$ cat config.mk
export PLATFORM = sky130hd
export DESIGN_NAME = rx_deframer
export DESIGN_NICKNAME = d
export VERILOG_FILES = /design/src/rtl/rx_deframer.sv
export SDC_FILE = /design/constraint.sdc
export NUM_CORES = 1
export LEC_CHECK = 0
export ABC_CLOCK_PERIOD_IN_PS = 2000
export CORE_MARGIN = 2
export CORE_UTILIZATION = 51
export DETAILED_ROUTE_END_ITERATION = 6
export HOLD_SLACK_MARGIN = 0.06
export MAX_ROUTING_LAYER = met4
export PLACE_DENSITY = 0.75
export SYNTH_ARGS = -nofsm -noshare
export SYNTH_HDL_FRONTEND = slang
export SYNTH_SLANG_ARGS = --single-unit
$ cat constraint.sdc
create_clock -name clk -period 2 [get_ports clk]
set_input_delay 0.3 -clock clk [delete_from_list [all_inputs] [get_ports clk]]
set_output_delay 0.3 -clock clk [all_outputs]
set_load 0.1 [all_outputs]
$ cat src/rtl/rx_deframer.sv
// rx_deframer
//   Serial receive deframer. Waits for a falling edge on an idle-high line, then
//   uses the upstream bit sampling counter's centre strobe to check the start bit,
//   shift in DATA_BITS data bits LSB first and check STOP_BITS stop bits. Accepted
//   characters land in a one-deep holding register handshaked with valid/ack.
//
// Parameters
//   DATA_BITS   data bits per frame (LSB first, at least 2)
//   STOP_BITS   stop bits checked (1 or 2)
//
// Ports
//   clk          rising-edge clock
//   rst_n        synchronous active-low reset
//   data_in      synchronised serial line, idle high
//   sample_tick  one-cycle strobe at each bit centre
//   bsc_clr      holds the upstream bit sampling counter cleared while idle
//   char_out     last accepted character
//   char_valid   char_out holds an unconsumed character
//   char_ack     consumer takes char_out when char_valid and char_ack are high
//   framing_err  one-cycle pulse on a bad stop bit
//   overrun      sticky, set when a character is lost; cleared only by reset
//   busy         high whenever a frame is in progress
module rx_deframer #(
    parameter int unsigned DATA_BITS = 8,
    parameter int unsigned STOP_BITS = 1
) (
    input  logic                 clk,
    input  logic                 rst_n,
    input  logic                 data_in,
    input  logic                 sample_tick,
    output logic                 bsc_clr,
    output logic [DATA_BITS-1:0] char_out,
    output logic                 char_valid,
    input  logic                 char_ack,
    output logic                 framing_err,
    output logic                 overrun,
    output logic                 busy
);

    // Wide enough to hold DATA_BITS, so the count never wraps inside a frame.
    localparam int unsigned CntW = $clog2(DATA_BITS + 1);
    localparam logic [CntW-1:0] BitLast = CntW'(DATA_BITS - 1);
    localparam logic [1:0] StopLast = 2'(STOP_BITS - 1);

    typedef enum logic [1:0] {
        StIdle,
        StStart,
        StData,
        StStop
    } state_e;

    state_e               state;
    logic [CntW-1:0]      bit_cnt;
    logic [1:0]           stop_cnt;
    logic [DATA_BITS-1:0] shift_reg;
    logic                 commit;

    // Final good stop bit: the assembled character is handed to the holding register.
    assign commit = (state == StStop) && sample_tick && data_in && (stop_cnt == StopLast);

    always_ff @(posedge clk) begin
        if (!rst_n) begin
            state       <= StIdle;
            bit_cnt     <= '0;
            stop_cnt    <= '0;
            shift_reg   <= '0;
            bsc_clr     <= 1'b1;
            busy        <= 1'b0;
            framing_err <= 1'b0;
            char_out    <= '0;
            char_valid  <= 1'b0;
            overrun     <= 1'b0;
        end else begin
            framing_err <= 1'b0;

            case (state)
                // Line is watched every cycle here; sample_tick is meaningless while
                // the bit sampling counter is held cleared.
                StIdle: begin
                    if (!data_in) begin
                        state   <= StStart;
                        bsc_clr <= 1'b0;
                        busy    <= 1'b1;
                    end
                end
                StStart: begin
                    if (sample_tick) begin
                        if (!data_in) begin
                            state   <= StData;
                            bit_cnt <= '0;
                        end else begin
                            // Glitch shorter than half a bit: quietly re-arm.
                            state   <= StIdle;
                            bsc_clr <= 1'b1;
                            busy    <= 1'b0;
                        end
                    end
                end
                StData: begin
                    if (sample_tick) begin
                        shift_reg <= {data_in, shift_reg[DATA_BITS-1:1]};
                        bit_cnt   <= bit_cnt + 1'b1;
                        if (bit_cnt == BitLast) begin
                            state    <= StStop;
                            stop_cnt <= '0;
                        end
                    end
                end
                StStop: begin
                    if (sample_tick) begin
                        if (!data_in) begin
                            framing_err <= 1'b1;
                            state       <= StIdle;
                            bsc_clr     <= 1'b1;
                            busy        <= 1'b0;
                        end else if (stop_cnt == StopLast) begin
                            state   <= StIdle;
                            bsc_clr <= 1'b1;
                            busy    <= 1'b0;
                        end else begin
                            stop_cnt <= stop_cnt + 1'b1;
                        end
                    end
                end
                default: begin
                    state   <= StIdle;
                    bsc_clr <= 1'b1;
                    busy    <= 1'b0;
                end
            endcase

            // Holding register: a commit into a full, unacknowledged register loses
            // the new character; an ack in the commit cycle frees the slot for it.
            if (commit) begin
                if (!char_valid || char_ack) begin
                    char_out   <= shift_reg;
                    char_valid <= 1'b1;
                end else begin
                    overrun <= 1'b1;
                end
            end else if (char_valid && char_ack) begin
                char_valid <= 1'b0;
            end
        end
    end

endmodule

==> results of run 1 <==
## worst reg2reg max path, delay by kind of cell (launching register included)
family / cells / cell delay [ns]
multiplexers: 1 / 0.21
buffers and inverters: 2 / 0.29
flip-flops: 1 / 0.33
AND/OR/NAND/NOR: 2 / 0.32
adder cells (fa/ha/maj): 1 / 0.26
## synthesized netlist by cell type
cell type / instances
a21boi_0: 2
a21boi_1: 9
a21oi_1: 5
and3_1: 1
and3b_1: 2
buf_1: 1
buf_2: 2
buf_6: 3
clkbuf_1: 3
dfxtp_1: 29
ha_1: 2
inv_1: 4
mux2_2: 1
mux2i_1: 9
nand2_1: 39
nand2_2: 1
nand3_1: 2
nand3_4: 1
nand3b_1: 2
nand3b_2: 1
nand4_1: 1
nand4b_1: 1
nand4bb_1: 2
nor2_1: 4
nor2b_1: 2
nor3_1: 1
nor3_4: 1
nor4b_1: 1
o21a_1: 3
o21ai_0: 7
o21ba_1: 1
o221a_2: 1
o22ai_1: 1
or2_2: 1
or3_1: 2
## layout make-up
class                      instances  area share, %
tap                               30           2.41
clock inverter                     3           4.17
timing repair buffer              20           10.3
inverter                           4          0.963
clock buffer                       5           2.41
sequential                        29           37.2
multi-input combinational        106           42.5
## metrics by stage
step	utilization (%)	total power, uW	setup slack, ns
global route	63.5	1340	0.379
finish	63.5	1300	0.510
floorplan	-	688	0.353
detailed placement	59.3	708	0.158
CTS	63.5	1310	0.512
global placement	59.3	705	0.251
## layer usage
metal  track usage, %  part of all wire (%)  vias to the layer above
met5                -                     0                        -
met3             8.20                   4.7                        4
met4             6.25                  0.96                        0
li1                 -                     -                      538
met1             23.2                    46                      518
met2             32.3                    48                       19
## report_power, final
| part | internal (uW) | leakage [uW] | switching [uW] |
|---|---|---|---|
| sequential | 585 | 0.000234 | 11.3 |
| combinational | 31.9 | 0.000273 | 66.8 |
| clock | 387 | 0.0000552 | 214 |
| total | 1000 | 0.000563 | 292 |
## final timing paths
path,end,slack [ns],cells past startpoint
max,char_out[0]$_SDFFE_PN0P_,0.51,5
min,char_out[1]$_SDFFE_PN0P_,0.46,2
max reg2reg,char_out[0]$_SDFFE_PN0P_,0.53,6
min reg2reg,char_out[1]$_SDFFE_PN0P_,0.46,2
## cells by family (layout without fill, tap and decap cells)
| family | after synthesis | in the layout | synth area share (%) |
|---|---|---|---|
| adder cells (fa/ha/maj) | 2 | 2 | 1.90 |
| buffers and inverters | 13 | 32 | 5.60 |
| flip-flops | 29 | 29 | 44.1 |
| AO/OA/AOI/OAI | 29 | 29 | 14.6 |
| multiplexers | 10 | 10 | 7.69 |
| AND/OR/NAND/NOR | 65 | 65 | 26.1 |
==> flow_metrics.py, run 1 <==
metrics = {
    "detailed_routing": {
        "wl_per_cell_um": 12.7,
        "drcViolationCount": 0,
        "first_iter_violations": 28,
        "vias": 1079,
        "via_per_inst": 5.48,
        "drt-total-wl_um": 2510,
        "drt-pass1-iter-count": 4,
        "antenna_left": 0,
    },
    "clocking": {
        "tritoncts": "built",
        "cts.sinks": 29,
        "cts_resized": 0,
        "cts_buffer_depth": 2,
        "htreeDepth": 2,
        "cts_buffers": 5,
        "clk_pin_slew_worst_paths_ns": 0.10,
        "cts_setup_buffers": 0,
        "cts_hold_buffers": 0,
        "insertion_delay_ns": 0.33,
        "root_buffer": "clkbuf_4",
    },
    "critical_path": {
        "arrival_ns": 1.75,
        "crit_buf_inv": 2,
        "crit_type": "in2reg",
        "crit_fanout": 11,
        "cp-start-kind": "primary input",
        "worstPathRequired_ns": 2.26,
        "reg2reg_from": "stop_cnt[0]$_SDFFE_PN0P_",
        "cpMaxStageDelayCell": "clkdlybuf4s50_1",
        "path_cells": "clkdlybuf4s50_1, nand3_4, nor3_4, buf_4, mux2i_1",
        "path_delay_family": "buffers and inverters",
        "cp_slowest_stage_delay_ns": 0.69,
        "endpoint_kind": "flop",
        "startpoint": "data_in",
    },
    "synthesis": {
        "synth_seq_area_share_pct": 44.1,
        "ys.warnings.count": 0,
        "syn-instance-count": 148,
        "synth_fp_nets": 155,
        "synth_top_area_share_pct": 44.1,
        "ys_top_cells_by_area": "dfxtp_1 (44%), nand2_1 (11%), mux2i_1 (6.8%), a21boi_1 (5.1%), o21ai_0 (2.7%)",
        "yosysUniqueCellTypes": 35,
        "synth_seq_cells": 29,
        "yosys.area.top_type": "dfxtp_1",
        "synth_area_per_cell_sq_um": 8.90,
        "netlist_area_sq_um": 1320,
    },
    "grt": {
        "grt_pass1_vias": 953,
        "grt_pass1_wl_um": 4110,
        "grt_start_max_net_pins": 38,
        "overflow": 0,
        "grtUsageTotal_pct": 20.3,
        "grt_antenna_before_repair": 0,
    },
    "floorplanning": {
        "initial_core_util_pct": 53.7,
        "die_y_um": 54.8,
        "row_count": 18,
        "pin_count": 18,
        "die_x_um": 54.8,
        "core_sq_um": 2450,
        "die-area_sq_um": 3010,
    },
    "placed_design": {
        "placed_cells": 189,
        "gp_congestion": 0.815,
        "placed_area_sq_um": 1460,
        "io_buffer_count": 17,
        "hpwlAfterDp_um": 1780,
    },
    "finish": {
        "drive_above_1_share_pct": 18.6,
        "num-fill-cells": 201,
        "diodes": 0,
        "multi_input_area_sq_um": 663,
        "regArea_sq_um": 581,
        "nNetsFinal": 173,
        "area_delta_synth_final_pct": 18.3,
        "final_cell_mix": "nand2_1 (39), dfxtp_1 (29), buf_4 (16), mux2i_1 (9), a21boi_1 (9)",
        "layout.cells.non_filler": 197,
        "final_common_cell": "nand2_1",
        "fin_area_sq_um": 1560,
    },
    "power_and_ir_drop": {
        "p_leak_uw": 0.000563,
        "power_density_nw_per_um2": 831,
        "peakVddDrop_mv": 0.749,
    },
    "run": {
        "maxCapViolCount": 0,
    },
    "timing": {
        "worstMarginPinSlew_ns": 0.378,
        "min_period_over_period_pct": 74.5,
        "finalSetupViolCount": 0,
        "tns_ns": 0,
        "period_minus_slack_ns": 1.49,
        "finalClockSkew_ns": 0.00723,
        "hold_violations": 0,
        "rsz0062_at_grt": "false",
        "max_freq_mhz": 671,
        "drv_slew": 0,
        "maxSlewHeadroom_pct": 74.7,
        "whs_ns": 0.460,
    },
    "min_path": {
        "min_path_type": "reg2reg",
        "min_from": "char_out[1]$_SDFFE_PN0P_",
    },
    "run_status": {
        "status": "completed",
    },
}
(Power assumes the default switching activity.)
==> run 2: changes to the inputs <==
ABC_CLOCK_PERIOD_IN_PS = 1290   (was 2000)
CORE_UTILIZATION = 48   (was 51)
PLACE_DENSITY = 0.74   (was 0.75)
clock period = 1.29 ns   (was 2 ns; I/O delays follow)
==> run 2 against run 1 <==
Compared with the run above:
- global-route usage down 0.55 points
- sequential share of layout area down 4.8 points
- total power grew 28%
- register-to-register slack worse by 0.49 ns
- first-iteration DRC count increased by 25%
- worst setup slack got worse by 0.47 ns
- sequential power is 55% higher
- utilization is 8.3 points higher
- critical path type is now reg2reg
==> flow_metrics.py, run 2 (synthesis results as in run 1) <==
metrics = {
    "run_status": {
        "status": "completed",
    },
    "run": {
        "maxCapViolCount": 0,
    },
    "min_path": {
        "hold_path_depth": 3,
        "holdPathEnd": "shift_reg[7]$_SDFFE_PN0P_",
        "min_path_type": "in2reg",
        "min_from": "data_in",
    },
    "clocking": {
        "root_buffer": "clkbuf_4",
        "htreeDepth": 2,
        "cts_buffer_depth": 2,
        "cts.sinks": 29,
        "cts_buffers": 5,
        "tritoncts": "built",
        "cts_hold_buffers": 0,
        "clk_pin_slew_worst_paths_ns": 0.10,
        "insertion_delay_ns": 0.34,
    },
    "finish": {
        "post-route-util_pct": 71.8,
        "nNetsFinal": 184,
        "drive_above_1_share_pct": 31.5,
        "final_cell_mix": "nand2_1 (39), dfxtp_1 (21), buf_12 (14), buf_4 (12), a21boi_1 (10)",
        "final_common_cell": "nand2_1",
        "diodes": 0,
        "num-fill-cells": 175,
        "area_delta_synth_final_pct": 38.7,
    },
    "critical_path": {
        "worstPathRequired_ns": 1.57,
        "r2r_end": "overrun$_SDFFE_PN0P_",
        "crit_type": "reg2reg",
        "path_depth": 6,
        "arrival_ns": 1.54,
        "worstRegToRegCells": 6,
        "reg2reg_from": "stop_cnt[0]$_SDFFE_PN0P_",
        "ff2ff_setup_slack_ns": 0.04,
        "cpMaxStageDelayCell": "dfxtp_2",
        "path_delay_family": "simple AND/OR/NAND/NOR gates",
        "crit_buf_inv": 2,
        "crit_fanout": 5,
        "cp_slowest_stage_delay_ns": 0.33,
        "path_cells": "inv_2, ha_4, nand3_4, buf_6, nor4b_4, o21a_1",
        "cp-start-kind": "flop",
        "endpoint_kind": "flop",
    },
    "grt": {
        "grtUsageTotal_pct": 19.7,
        "grt_pass1_vias": 1085,
        "grt_start_max_net_pins": 28,
        "overflow": 0,
        "grt_antenna_before_repair": 0,
        "grt_pass1_wl_um": 4650,
    },
    "detailed_routing": {
        "vias": 1124,
        "drt-pass1-iter-count": 4,
        "antenna_left": 0,
        "drt-total-wl_um": 2710,
        "drcViolationCount": 0,
        "via_per_inst": 5.40,
        "wl_per_cell_um": 13.0,
        "first_iter_violations": 35,
    },
    "floorplanning": {
        "die_x_um": 56.4,
        "pin_count": 18,
        "die_y_um": 56.4,
        "initial_core_util_pct": 51.8,
        "row_count": 18,
        "die-area_sq_um": 3180,
        "core_sq_um": 2540,
    },
    "power_and_ir_drop": {
        "p_clk_share_pct": 32.3,
        "power_frac_comb_pct": 11.9,
        "p_int_uw": 1200,
        "p_leak_uw": 0.000663,
        "power_density_nw_per_um2": 908,
        "switching_share_pct": 28.0,
        "peakVddDrop_mv": 0.775,
        "seqPwrFrac_pct": 55.8,
        "p_sw_uw": 465,
        "p_total_uw": 1660,
    },
    "placed_design": {
        "hpwlAfterDp_um": 1820,
        "gp_congestion": 0.842,
        "io_buffer_count": 17,
    },
    "timing": {
        "finalSetupViolCount": 0,
        "worstMarginPinSlew_ns": 0.325,
        "hold_violations": 0,
        "period_minus_slack_ns": 1.25,
        "max_freq_mhz": 798,
        "min_period_over_period_pct": 97.2,
        "rsz0062_at_grt": "true",
        "finalClockSkew_ns": 0.00716,
        "drv_slew": 0,
        "maxSlewHeadroom_pct": 78.3,
    },
}
-- run 2: worst max path at each step --
stage	start	end	slack, ns
floorplan	char_valid$_SDFFE_PN0P_	char_out[0]$_SDFFE_PN0P_	0.01
global placement	data_in	char_out[7]$_SDFFE_PN0P_	-0.27
detailed placement	data_in	overrun$_SDFFE_PN0P_	-0.39
CTS	flop	stop_cnt[0]$_SDFFE_PN0P_	0.003
global route	stop_cnt[1]$_SDFFE_PN0P_	overrun$_SDFFE_PN0P_	-0.03
finish	stop_cnt[0]$_SDFFE_PN0P_	overrun$_SDFFE_PN0P_	0.04
-- run 2: worst min-delay path, cell delays in order --
cell and delay, ns:
dlymetal6s2s_1 0.22, nand2_1 0.11, a21boi_1 0.05
-- run 2: metal layers --
| metal | track usage, % | vias to the layer above | wire, um |
|---|---|---|---|
| met2 | 29.4 | 36 | 1290 |
| met3 | 5.53 | 5 | 172 |
| met4 | 14.3 | 0 | 60 |
| li1 | - | 561 | - |
| met1 | 22.6 | 522 | 1190 |
| met5 | - | - | 0 |
-- run 2: through the flow --
stage	setup TNS (ns)	instances	hold WS [ns]	area, sq um	setup WS (ns)
2_1_floorplan	0	148	0.389	1340	0.0101
3_3_place_gp	-5.27	199	0.443	1730	-0.272
3_5_place_dp	-6.76	199	0.460	1730	-0.392
4_1_cts	0	207	0.475	1790	0.00283
5_1_grt	-0.146	208	0.275	1830	-0.0291
6_report	0	208	0.274	1830	0.0364
-- run 2: area by class of cell --
cell class	instances	area, sq um	area share (%)
Timing Repair Buffer	31	427	23.3
Multi-Input combinational cell	106	701	38.3
Tap cell	30	37.5	2.05
Clock buffer	5	37.5	2.05
Clock inverter	3	17.5	0.958
Inverter	4	15.0	0.821
Sequential cell	29	593	32.4
-- run 2: repair_timing --
item | in CTS | in global routing
buffers inserted | 0 | 1
pin swaps | 0 | 1
resized for setup | 1 | 11
endpoints found under the setup margin | 1 | 16
-- run 2: power groups by stage --
stage          Clock [uW]  Combinational, uW  Sequential [uW]
2_1_floorplan           0               80.4              986
3_3_place_gp            0                188              944
3_5_place_dp            0                192              946
4_1_cts               553                194              925
5_1_grt               603                211              928
6_report              537                198              926
==> run 3: changes to the inputs <==
PLACE_DENSITY = 0.73   (was 0.74)
==> run 3 against run 2 <==
Compared with the run above:
- hold slack better by 0.028 ns
- non-clock buffer count is 3 higher
- combinational power rose by 4%
- first-iteration DRC count decreased by 31%
- design area is 2.4% higher
- fmax up 1.3%
- clock skew down 0.0034 ns
- wire length up 1.9%
- worst setup slack improved by 0.016 ns
- utilization is 1.7 points higher
==> flow_metrics.py, run 3 (synthesis results as in run 1) <==
metrics = {
    "run_status": {
        "status": "completed",
    },
    "timing": {
        "period_minus_slack_ns": 1.24,
        "max_freq_mhz": 808,
        "tns_ns": 0,
        "finalClockSkew_ns": 0.00372,
        "finalSetupViolCount": 0,
        "worstMarginPinSlew_ns": 0.329,
        "hold_violations": 0,
        "min_period_over_period_pct": 96.0,
        "maxSlewHeadroom_pct": 78.0,
        "rsz0062_at_grt": "true",
        "drv_slew": 0,
    },
    "placed_design": {
        "gp_congestion": 0.825,
        "io_buffer_count": 17,
        "placed_cells": 201,
        "hpwlAfterDp_um": 2000,
    },
    "clocking": {
        "cts_buffer_depth": 2,
        "cts_buffers": 5,
        "cts.sinks": 29,
        "insertion_delay_ns": 0.32,
        "clk_pin_slew_worst_paths_ns": 0.09,
        "cts_hold_buffers": 0,
        "root_buffer": "clkbuf_4",
        "htreeDepth": 2,
        "tritoncts": "built",
    },
    "power_and_ir_drop": {
        "p_total_uw": 1760,
        "power_density_nw_per_um2": 943,
        "p_leak_uw": 0.000696,
        "peakVddDrop_mv": 0.888,
    },
    "grt": {
        "overflow": 0,
        "grtUsageTotal_pct": 19.3,
        "grt_pass1_vias": 1092,
        "grt_start_max_net_pins": 14,
        "grt_antenna_before_repair": 0,
        "grt_pass1_wl_um": 4680,
    },
    "detailed_routing": {
        "met3_length_um": 100,
        "antenna_left": 0,
        "vias": 1100,
        "drt-pass1-iter-count": 4,
        "m1WireLength_um": 1310,
        "via_per_inst": 5.21,
        "wl_per_cell_um": 13.1,
        "first_iter_violations": 24,
        "drt-total-wl_um": 2760,
        "drcViolationCount": 0,
        "highest_layer": "met4",
        "dr_wl_met2_um": 1320,
    },
    "critical_path": {
        "cpMaxStageDelayCell": "dfxtp_2",
        "path_cells": "inv_2, ha_4, nand3_4, nor3_4, buf_12, mux2i_1",
        "path_delay_family": "flip-flops",
        "crit_buf_inv": 2,
        "path_depth": 6,
        "crit_type": "reg2reg",
        "worstPathRequired_ns": 1.54,
        "cp_slowest_stage_delay_ns": 0.34,
        "worstRegToRegCells": 6,
        "cp-start-kind": "flop",
        "endpoint_kind": "flop",
        "crit_fanout": 8,
        "arrival_ns": 1.49,
    },
    "finish": {
        "post-route-util_pct": 73.5,
        "final_common_cell": "nand2_1",
        "diodes": 0,
        "final_cell_mix": "nand2_1 (39), dfxtp_1 (21), buf_12 (15), buf_4 (15)",
        "layout.cells.non_filler": 211,
        "area_delta_synth_final_pct": 42.1,
        "nNetsFinal": 187,
        "drive_above_1_share_pct": 32.6,
    },
    "min_path": {
        "min_path_type": "in2reg",
        "hold_path_depth": 3,
    },
    "floorplanning": {
        "die_x_um": 56.4,
        "core_sq_um": 2540,
        "pin_count": 18,
        "row_count": 18,
        "die_y_um": 56.4,
        "initial_core_util_pct": 51.8,
        "die-area_sq_um": 3180,
    },
    "run": {
        "maxCapViolCount": 0,
    },
}
[run 3: layout make-up]
type / count / area (sq um)
Fill cell: 183 / 673
Tap cell: 30 / 37.5
Multi-Input combinational cell: 106 / 698
Inverter: 4 / 15.0
Sequential cell: 29 / 593
Clock inverter: 1 / 5.00
Timing Repair Buffer: 34 / 458
Clock buffer: 7 / 65.1
[run 3: worst paths after layout]
| check | from | to | slack [ns] |
|---|---|---|---|
| max | stop_cnt[1]$_SDFFE_PN0P_ | char_out[7]$_SDFFE_PN0P_ | 0.05 |
| min | data_in | framing_err$_SDFF_PN0_ | 0.30 |
| max reg2reg | stop_cnt[1]$_SDFFE_PN0P_ | char_out[7]$_SDFFE_PN0P_ | 0.05 |
| min reg2reg | shift_reg[0]$_SDFFE_PN0P_ | shift_reg[0]$_SDFFE_PN0P_ | 0.46 |
[run 3: per-stage QoR]
step / setup slack (ns) / instance area [sq um] / hold slack, ns
final: 0.0522 / 1870 / 0.302
after global routing: -0.0166 / 1870 / 0.337
after detailed placement: -0.309 / 1760 / 0.450
after global placement: -0.219 / 1760 / 0.442
after CTS: -0.00553 / 1830 / 0.464
after floorplan: 0.0101 / 1340 / 0.389
[run 3: worst reg2reg max path, cell delays in order, from the launching register on]
cell and delay (ns):
dfxtp_2 0.34, inv_2 0.06, ha_4 0.16, nand3_4 0.09
nor3_4 0.16, buf_12 0.16, mux2i_1 0.20
[run 3: layer usage]
metal,global-route usage (%),up-vias
met5,-,-
met4,7.14,0
met3,4.84,4
met2,29.4,18
met1,24.8,512
li1,-,566
[run 3: timing repair]
action	in CTS	in global routing
setup buffers	0	2
pin swaps	1	0
resized for setup	0	10
endpoints found under the setup margin	4	15
[run 3: where the power goes]
part | internal [uW] | switching (uW)
sequential | 907 | 19.5
combinational | 90.6 | 115
clock | 316 | 317
